## config.mk

```make
export PLATFORM = sky130hd
export DESIGN_NAME = sample_reader_flat
export DESIGN_NICKNAME = d
export VERILOG_FILES = /design/src/rtl/sample_reader_if.sv /design/src/rtl/sample_reader.sv /design/src/flat_wrapper.sv
export SDC_FILE = /design/constraint.sdc
export NUM_CORES = 1
export LEC_CHECK = 0
export ABC_AREA = 1
export BUFFER_PORTS_ARGS = -buffer_cell sky130_fd_sc_hd__buf_4
export CAP_MARGIN = 0
export CORE_MARGIN = 3
export CORE_UTILIZATION = 45
export DETAILED_ROUTE_END_ITERATION = 16
export HOLD_SLACK_MARGIN = 0.15
export PLACE_DENSITY_LB_ADDON = 0.15
export SLEW_MARGIN = 20
export SYNTH_ARGS = -nofsm -noshare
export SYNTH_HDL_FRONTEND = slang
export SYNTH_SLANG_ARGS = --single-unit
```

## constraint.sdc

```tcl
create_clock -name clk_50mhz -period 5.1 [get_ports clk_50mhz]
set_clock_uncertainty 0.1 [all_clocks]
set_input_delay 0.255 -clock clk_50mhz [delete_from_list [all_inputs] [get_ports clk_50mhz]]
set_output_delay 0.255 -clock clk_50mhz [all_outputs]
set_load 0.02 [all_outputs]
```

## src/rtl/sample_reader_if.sv

```systemverilog
// Bus bundle between sample_reader and its environment: the state-watcher
// handshake, the asynchronous sample-memory read port and the uart_tx byte port.
interface sample_reader_if #(
  parameter int ADDR_WIDTH = 8
);
  logic                  activate;
  logic                  done;
  logic [ADDR_WIDTH-1:0] mem_addr;
  logic                  mem_oe;
  logic [7:0]            mem_data;
  logic [7:0]            tx_data;
  logic                  tx_start;
  logic                  tx_active;
  logic                  tx_done;

  modport master (
    input  activate, mem_data, tx_active, tx_done,
    output done, mem_addr, mem_oe, tx_data, tx_start
  );

  modport slave (
    output activate, mem_data, tx_active, tx_done,
    input  done, mem_addr, mem_oe, tx_data, tx_start
  );
endinterface

```

## src/rtl/sample_reader.sv

```systemverilog
// Streams a captured sample block out of the sampling memory as one framed
// uart_tx packet: HEADER, LEN, samples 0..NUM_SAMPLES-1, 8-bit wrapping checksum.
module sample_reader #(
  parameter int          ADDR_WIDTH  = 8,
  parameter int          NUM_SAMPLES = 256,
  parameter logic [7:0]  HEADER      = 8'hA5
) (
  input  logic              clk_50mhz,
  input  logic              reset,
  sample_reader_if.master   bus
);

  typedef enum logic [2:0] {S_IDLE, S_ARM, S_SEND, S_WAIT, S_FIN} state_t;
  typedef enum logic [1:0] {P_HDR, P_LEN, P_SMP, P_CSUM} phase_t;

  localparam logic [ADDR_WIDTH-1:0] LAST_ADDR = ADDR_WIDTH'(NUM_SAMPLES - 1);
  localparam logic [ADDR_WIDTH-1:0] ADDR_ONE  = ADDR_WIDTH'(1);
  localparam logic [7:0]            LEN_BYTE  = 8'(NUM_SAMPLES - 1);

  state_t                state_q, state_d;
  phase_t                phase_q, phase_d;
  logic [ADDR_WIDTH-1:0] addr_q,  addr_d;
  logic [7:0]            csum_q,  csum_d;
  logic [7:0]            txd_q,   txd_d;
  logic                  rearm_q, rearm_d;
  logic [7:0]            byte_sel;

  // State register
  always_ff @(posedge clk_50mhz or negedge reset) begin
    if (!reset) state_q <= S_IDLE;
    else        state_q <= state_d;
  end

  // Next-state logic; a low activate anywhere except IDLE/FIN aborts the frame
  always_comb begin
    state_d = state_q;
    unique case (state_q)
      S_IDLE: if (bus.activate && rearm_q) state_d = S_ARM;
      S_ARM: begin
        if (!bus.activate)       state_d = S_IDLE;
        else if (!bus.tx_active) state_d = S_SEND;
      end
      S_SEND: state_d = bus.activate ? S_WAIT : S_IDLE;
      S_WAIT: begin
        if (!bus.activate)    state_d = S_IDLE;
        else if (bus.tx_done) state_d = (phase_q == P_CSUM) ? S_FIN : S_SEND;
      end
      S_FIN:  if (!bus.activate) state_d = S_IDLE;
      default: state_d = S_IDLE;
    endcase
  end

  always_comb begin
    unique case (phase_q)
      P_HDR:   byte_sel = HEADER;
      P_LEN:   byte_sel = LEN_BYTE;
      P_SMP:   byte_sel = bus.mem_data;
      default: byte_sel = csum_q;
    endcase
  end

  // Byte sequencing, checksum and re-arm tracking
  always_comb begin
    phase_d = phase_q;
    addr_d  = addr_q;
    csum_d  = csum_q;
    txd_d   = txd_q;
    rearm_d = rearm_q;
    if (!bus.activate)
      rearm_d = 1'b1;
    else if (state_q == S_IDLE && state_d == S_ARM)
      rearm_d = 1'b0;
    if (state_q == S_SEND) begin
      txd_d = byte_sel;
      if (phase_q == P_SMP) csum_d = csum_q + bus.mem_data;
    end
    if (state_q == S_WAIT && state_d == S_SEND) begin
      unique case (phase_q)
        P_HDR: phase_d = P_LEN;
        P_LEN: phase_d = P_SMP;
        P_SMP: begin
          if (addr_q == LAST_ADDR) phase_d = P_CSUM;
          else                     addr_d  = addr_q + ADDR_ONE;
        end
        default: phase_d = phase_q;
      endcase
    end
    // Leaving for IDLE (frame end or abort) always starts the next frame clean
    if (state_d == S_IDLE) begin
      phase_d = P_HDR;
      addr_d  = '0;
      csum_d  = '0;
    end
  end

  always_ff @(posedge clk_50mhz or negedge reset) begin
    if (!reset) begin
      phase_q <= P_HDR;
      addr_q  <= '0;
      csum_q  <= '0;
      txd_q   <= '0;
      rearm_q <= 1'b1;
    end else begin
      phase_q <= phase_d;
      addr_q  <= addr_d;
      csum_q  <= csum_d;
      txd_q   <= txd_d;
      rearm_q <= rearm_d;
    end
  end

  // Outputs; tx_data shows the selected byte live in SEND and holds it afterwards
  always_comb begin
    bus.tx_start = (state_q == S_SEND);
    bus.done     = (state_q == S_FIN);
    bus.mem_oe   = (phase_q == P_SMP) && (state_q == S_SEND || state_q == S_WAIT);
    bus.mem_addr = addr_q;
    bus.tx_data  = (state_q == S_SEND) ? byte_sel : txd_q;
  end

endmodule

```

## src/flat_wrapper.sv

```systemverilog
// flat-port wrapper written by rule: the top's interface ports become plain ports
module sample_reader_flat 
#(
  parameter int          ADDR_WIDTH  = 8,
  parameter int          NUM_SAMPLES = 256,
  parameter logic [7:0]  HEADER      = 8'hA5
)
  (clk_50mhz, reset, bus_activate, bus_mem_data, bus_tx_active, bus_tx_done, bus_done, bus_mem_addr, bus_mem_oe, bus_tx_data, bus_tx_start);
  sample_reader_if #(.ADDR_WIDTH(ADDR_WIDTH)) bus_i ();
  input  logic clk_50mhz;
  input  logic reset;
  input wire logic [$bits(bus_i.activate)-1:0] bus_activate;
  input wire logic [$bits(bus_i.mem_data)-1:0] bus_mem_data;
  input wire logic [$bits(bus_i.tx_active)-1:0] bus_tx_active;
  input wire logic [$bits(bus_i.tx_done)-1:0] bus_tx_done;
  output wire logic [$bits(bus_i.done)-1:0] bus_done;
  output wire logic [$bits(bus_i.mem_addr)-1:0] bus_mem_addr;
  output wire logic [$bits(bus_i.mem_oe)-1:0] bus_mem_oe;
  output wire logic [$bits(bus_i.tx_data)-1:0] bus_tx_data;
  output wire logic [$bits(bus_i.tx_start)-1:0] bus_tx_start;
  assign bus_i.activate = bus_activate;
  assign bus_i.mem_data = bus_mem_data;
  assign bus_i.tx_active = bus_tx_active;
  assign bus_i.tx_done = bus_tx_done;
  assign bus_done = bus_i.done;
  assign bus_mem_addr = bus_i.mem_addr;
  assign bus_mem_oe = bus_i.mem_oe;
  assign bus_tx_data = bus_i.tx_data;
  assign bus_tx_start = bus_i.tx_start;
  sample_reader #(.ADDR_WIDTH(ADDR_WIDTH), .NUM_SAMPLES(NUM_SAMPLES), .HEADER(HEADER)) u_core (.clk_50mhz(clk_50mhz), .reset(reset), .bus(bus_i));
endmodule
```

; ---- Word level (Yosys, flattened, before mapping)
; Index checks and enable logic that the tools add are counted.
[word_totals]
input_bits = 13
reg_bits = 30
out_inout_bits = 19
word_cells = 60
[op_classes]
add_sub_neg = 2
reduce_logical = 15
n_eq_ne = 13
n_mux = 24
[ops]
columns = cell, count
row1 = $mux W8, 8
row2 = $pmux W8 S3, 1
row3 = $mux W3, 7
row4 = $pmux W3 S5, 1
row5 = $eq A3 B2 Y1 const B, 3
row6 = $add A8 B1 Y8 const B, 1
row7 = $add A8 B8 Y8, 1
row8 = $eq A8 B8 Y1 const B, 1
row9 = $mux W2, 4
row10 = $eq A3 B1 Y1 const B, 2
row11 = $logic_not A3 Y1, 2
row12 = $pmux W2 S3, 1
row13 = $reduce_and A3 Y1, 2
row14 = $reduce_bool A2 Y1, 3
row15 = $eq A2 B2 Y1 const B, 2
row16 = $logic_and A1 B1 Y1, 4
row17 = $reduce_bool A4 Y1, 1
row18 = $eq A3 B3 Y1 const B, 1
row19 = $ne A3 B3 Y1 const B, 1
row20 = $eq A2 B1 Y1 const B, 1
row21 = $logic_not A2 Y1, 1
row22 = $mux W1, 2
row23 = $ne A2 B1 Y1 const B, 1
row24 = $ne A2 B2 Y1 const B, 1
row25 = other kinds (2), 2

; ---- Longest topological paths before layout
[logic_depth]
ltp_word = 9
mapped_depth = 13
ltp_nobuf = 11

; ---- Worst setup path before layout
; OpenSTA, ideal clock, no wires.
[synth_path]
path_kind = register to output
start = register u_core.phase_q[0]
end = output port bus_tx_data[5]
arrival_ns = 1.708
t_required_ns = 4.745
path_stages_with_launch = 8
path_buffers = 1
setup_slack_ns = 3.037
path_cell_list = dfrtp_1 > inv_1 > ha_1 > clkbuf_1 > nand2_1 > a21oi_1 > a21oi_1 > o21ai_0
[synth_between]
elab_chain_len = 3
elab_cells_between_ends = 5
classes_between = eq/ne: 2 / mux: 2 / reduce/logical: 1
[synth_rtl]
columns = item, line
row1 = start: declaration, sample_reader.sv:21  ; phase_t phase_q, phase_d;
row2 = start signal: assignment, sample_reader.sv:104  ; phase_q <= phase_d;
row3 = $eq A2 B2 Y1 (tied with other cells), sample_reader.sv:54  ; unique case (phase_q)
row4 = $pmux W8 S3 *, sample_reader.sv:54
row5 = $mux W8 *, sample_reader.sv:118  ; bus.tx_data = (state_q == S_SEND) ? byte_sel : txd_q;
row6 = end: declaration, flat_wrapper.sv:19  ; output wire logic [$bits(bus_i.tx_data)-1:0] bus_tx_data;
; Every way passes the cells marked *; elsewhere a longest branch is shown, timed or not.

; ---- Final worst setup path
[layout_path]
start = register u_core.phase_q[0]
end = output port bus_tx_data[7]
; The elaborated chain is that of the path after synthesis.

==> reports/results.ini <==
[power]
powerDensity_nw_per_um2 = 296
leakage_nw = 1.29
ir_drop_v = 0.000283

[layout]
multi_input_area_sq_um = 1110
utilization = 0.576
antennaDiodeCount = 0
n_fill_cell = 407
drive_gt1_frac = 0.162
final_design_area_no_fill_sq_um = 2390
seqCellArea_sq_um = 752
areaGrowthSynthToFinish_pct = 19.3
nets = 329
layout.cells.non_filler = 353

[global_routing]
grt_pass1_vias = 1729
antenna_found_initial = 0
grt_use_total = 0.187
overflow = 0
grt_start_max_net_pins = 31
grt_pass1_wl_mm = 7.82

[placed_design]
gp_congestion = 0.832
io_buffers = 31
dpl.hpwl_mm = 3.31
post_dp_cell_area_sq_um = 2250
placed_cells_incl_taps = 343

[critical_path]
slowest_stage = dfrtp_1
crit_path_end_kind = output pin
path_cells = inv_1 > ha_1 > nand2_1 > a21oi_1 > a21oi_1 > o21ai_0 > buf_4
critPathTopFamily = compound AO/OA/AOI/OAI gates
cpMostUsedCell = a21oi_1
crit_fanout = 12
crit_required_ns = 4.74
cp-start-kind = register
crit_type = register to output pin
critPathMaxStageDelay_ns = 0.42
startpoint = u_core.phase_q[0]
rr_startpoint = u_core.state_q[2]
cp_num_buf_inv = 2
cp.arrival_ns = 2.01

[sta]
finalCritPeriodShare = 0.464
rsz0062_at_grt = false
fmax_mhz = 423
fin_setup_tns_ns = 0
fin_crit_ns = 2.36
tightest_slew_ns = 0.551
setup_viol = 0
worst_hold_slack_ns = 0.207
drv_slew = 0
hold_viol_final = 0
slew_headroom = 0.632

[route]
ant_nets = 0
vias_per_cell = 5.24
post_drt_wl_per_cell_microns = 12.4
routed_wl_mm = 4.37
vias = 1849
dr.first_iter.drc_count = 151
drc = 0
drt_first_pass_iters = 4

[die]
num_rows = 23
die-area_sq_um = 5290
die_h_microns = 72.7
ios = 32
start_util = 0.483
die_w_microns = 72.7
core_area_sq_um = 4140

[cts]
cts_max_level = 2
cts_setup_buffers = 0
clkTransAtPathRegs_ns = 0.07
cts_tree = done
cts_buffers = 5
clkLatencyLatePin_ns = 0.28
clockRootBuffer = clkbuf_8
cts_resized = 0
cts_sinks = 30
clockBufferDepth = 2

[logic_synthesis]
yosys_register_bits = 30
synth_nets = 297
yosys_warnings = 0
synth_cell_type_count = 30
yosysSeqAreaShare = 0.376
avgSynthCellArea_sq_um = 7.41
synthCells = 270
syn_area_sq_um = 2000

[min_path]
hold_class = input port to register
hp-start = bus_mem_data[0]

[job]
cap_viol_max_count = 0

[status]
outcome = complete, no violations

-- logic make-up (layout without fill, tap and decap cells) --
logic type	Yosys count	count (layout)	share of synthesized area
xor gates and xnor gates	12	12	0.0525
DFF	30	30	0.376
adders and majority gates	14	14	0.0913
and+or+nand+nor	147	147	0.323
AOI/OAI and AO/OA	34	34	0.0894
buffers and inverters	33	66	0.0681
-- worst register-to-register path, cell delays in order, from the launching register on --
cell,delay [ns]
dfrtp_1,0.46
nor2_1,0.23
nand2_2,0.22
o211ai_1,0.17
nand2_1,0.11
nand2_2,0.30
nand2_1,0.09
inv_1,0.22
nand2_1,0.10
nand2_1,0.08
-- cell type report --
| type | instances | share of cell area |
|---|---|---|
| Clock inverter | 3 | 0.0189 |
| Timing Repair Buffer | 33 | 0.106 |
| Inverter | 25 | 0.0393 |
| Multi-Input combinational cell | 207 | 0.466 |
| Clock buffer | 5 | 0.0288 |
| Sequential cell | 30 | 0.315 |
| Tap cell | 50 | 0.0262 |
-- path summary, 6_finish.rpt --
path	end	slack, ns	cells past startpoint
min	u_core.csum_q[0]	0.21	4
min in group asynchronous	u_core.txd_q[0]	0.33	2
min reg2reg	u_core.rearm_q	0.39	2
max reg2reg	u_core.csum_q[4]	2.98	9
max	bus_tx_data[7]	2.74	7
max in group asynchronous	u_core.rearm_q	4.24	2
-- per-layer routing --
layer,track usage,wire length (microns),vias up
met4,0.0492,36,0
met2,0.287,1910,50
met5,0,0,-
met3,0.0358,270,5
met1,0.269,2150,841
li1,-,-,953
-- sequential cells by signal, indices dropped and copies added, names as in the netlist --
name,count
u_core.bus.mem_addr,8
u_core.csum_q,8
u_core.txd_q,8
u_core.state_q,3
u_core.phase_q,2
u_core.rearm_q,1
-- cells in the mapped netlist --
| library cell | count | area share |
|---|---|---|
| nand3b_1 | 5 | 0.019 |
| ha_1 | 13 | 0.081 |
| a31oi_1 | 1 | 0.0031 |
| buf_4 | 1 | 0.0038 |
| buf_2 | 1 | 0.0025 |
| inv_2 | 3 | 0.0056 |
| clkbuf_1 | 5 | 0.0094 |
| xor2_1 | 9 | 0.039 |
| a21oi_1 | 20 | 0.050 |
| nor2_2 | 2 | 0.0062 |
| dfrtp_1 | 29 | 0.36 |
| buf_6 | 1 | 0.0056 |
| o21bai_1 | 1 | 0.0038 |
| inv_1 | 22 | 0.041 |
| or2_2 | 2 | 0.0062 |
| nand4_1 | 9 | 0.028 |
| nor3b_1 | 1 | 0.0038 |
| dfstp_2 | 1 | 0.013 |
| nand3_1 | 25 | 0.063 |
| nand2_1 | 84 | 0.16 |
| o21ai_1 | 2 | 0.0050 |
| o211ai_1 | 1 | 0.0038 |
| xnor2_1 | 3 | 0.013 |
| nor3_1 | 1 | 0.0025 |
| nand2_2 | 2 | 0.0062 |
| and2_1 | 1 | 0.0031 |
| o21ai_0 | 8 | 0.020 |
| nor2_1 | 15 | 0.028 |
| fa_1 | 1 | 0.010 |
| o21a_1 | 1 | 0.0038 |
-- per-stage QoR --
| step | setup slack (ns) | power [mW] |
|---|---|---|
| after detailed placement | 2.98 | 0.470 |
| after floorplan | 3.04 | 0.403 |
| after global routing | 2.51 | 0.749 |
| after global placement | 3.06 | 0.468 |
| after CTS | 2.74 | 0.715 |
| final | 2.74 | 0.707 |
-- repair_timing --
| action | CTS | global route |
|---|---|---|
| hold buffers | 2 | 0 |
| hold endpoints to repair | 31 | 0 |
| setup endpoints to repair | 0 | 0 |
-- power by group --
group	switching, mW	total, mW	internal [mW]
Sequential	0.0119	0.277	0.265
Clock	0.0981	0.243	0.145
Combinational	0.119	0.186	0.0671
-- cells in the final DEF (no fill, tap or decap), types with 3 or more instances in the layout --
master and instances:
nand3_1 25, buf_4 31, nand2_1 84, dfrtp_1 29, nand3b_1 5, xor2_1 9
nand4_1 9, nor2_1 15, clkbuf_8 5, ha_1 13, inv_1 22, a21oi_1 20
xnor2_1 3, o21ai_0 8, inv_2 3
Note: power is estimated with default switching activity, not from simulation.
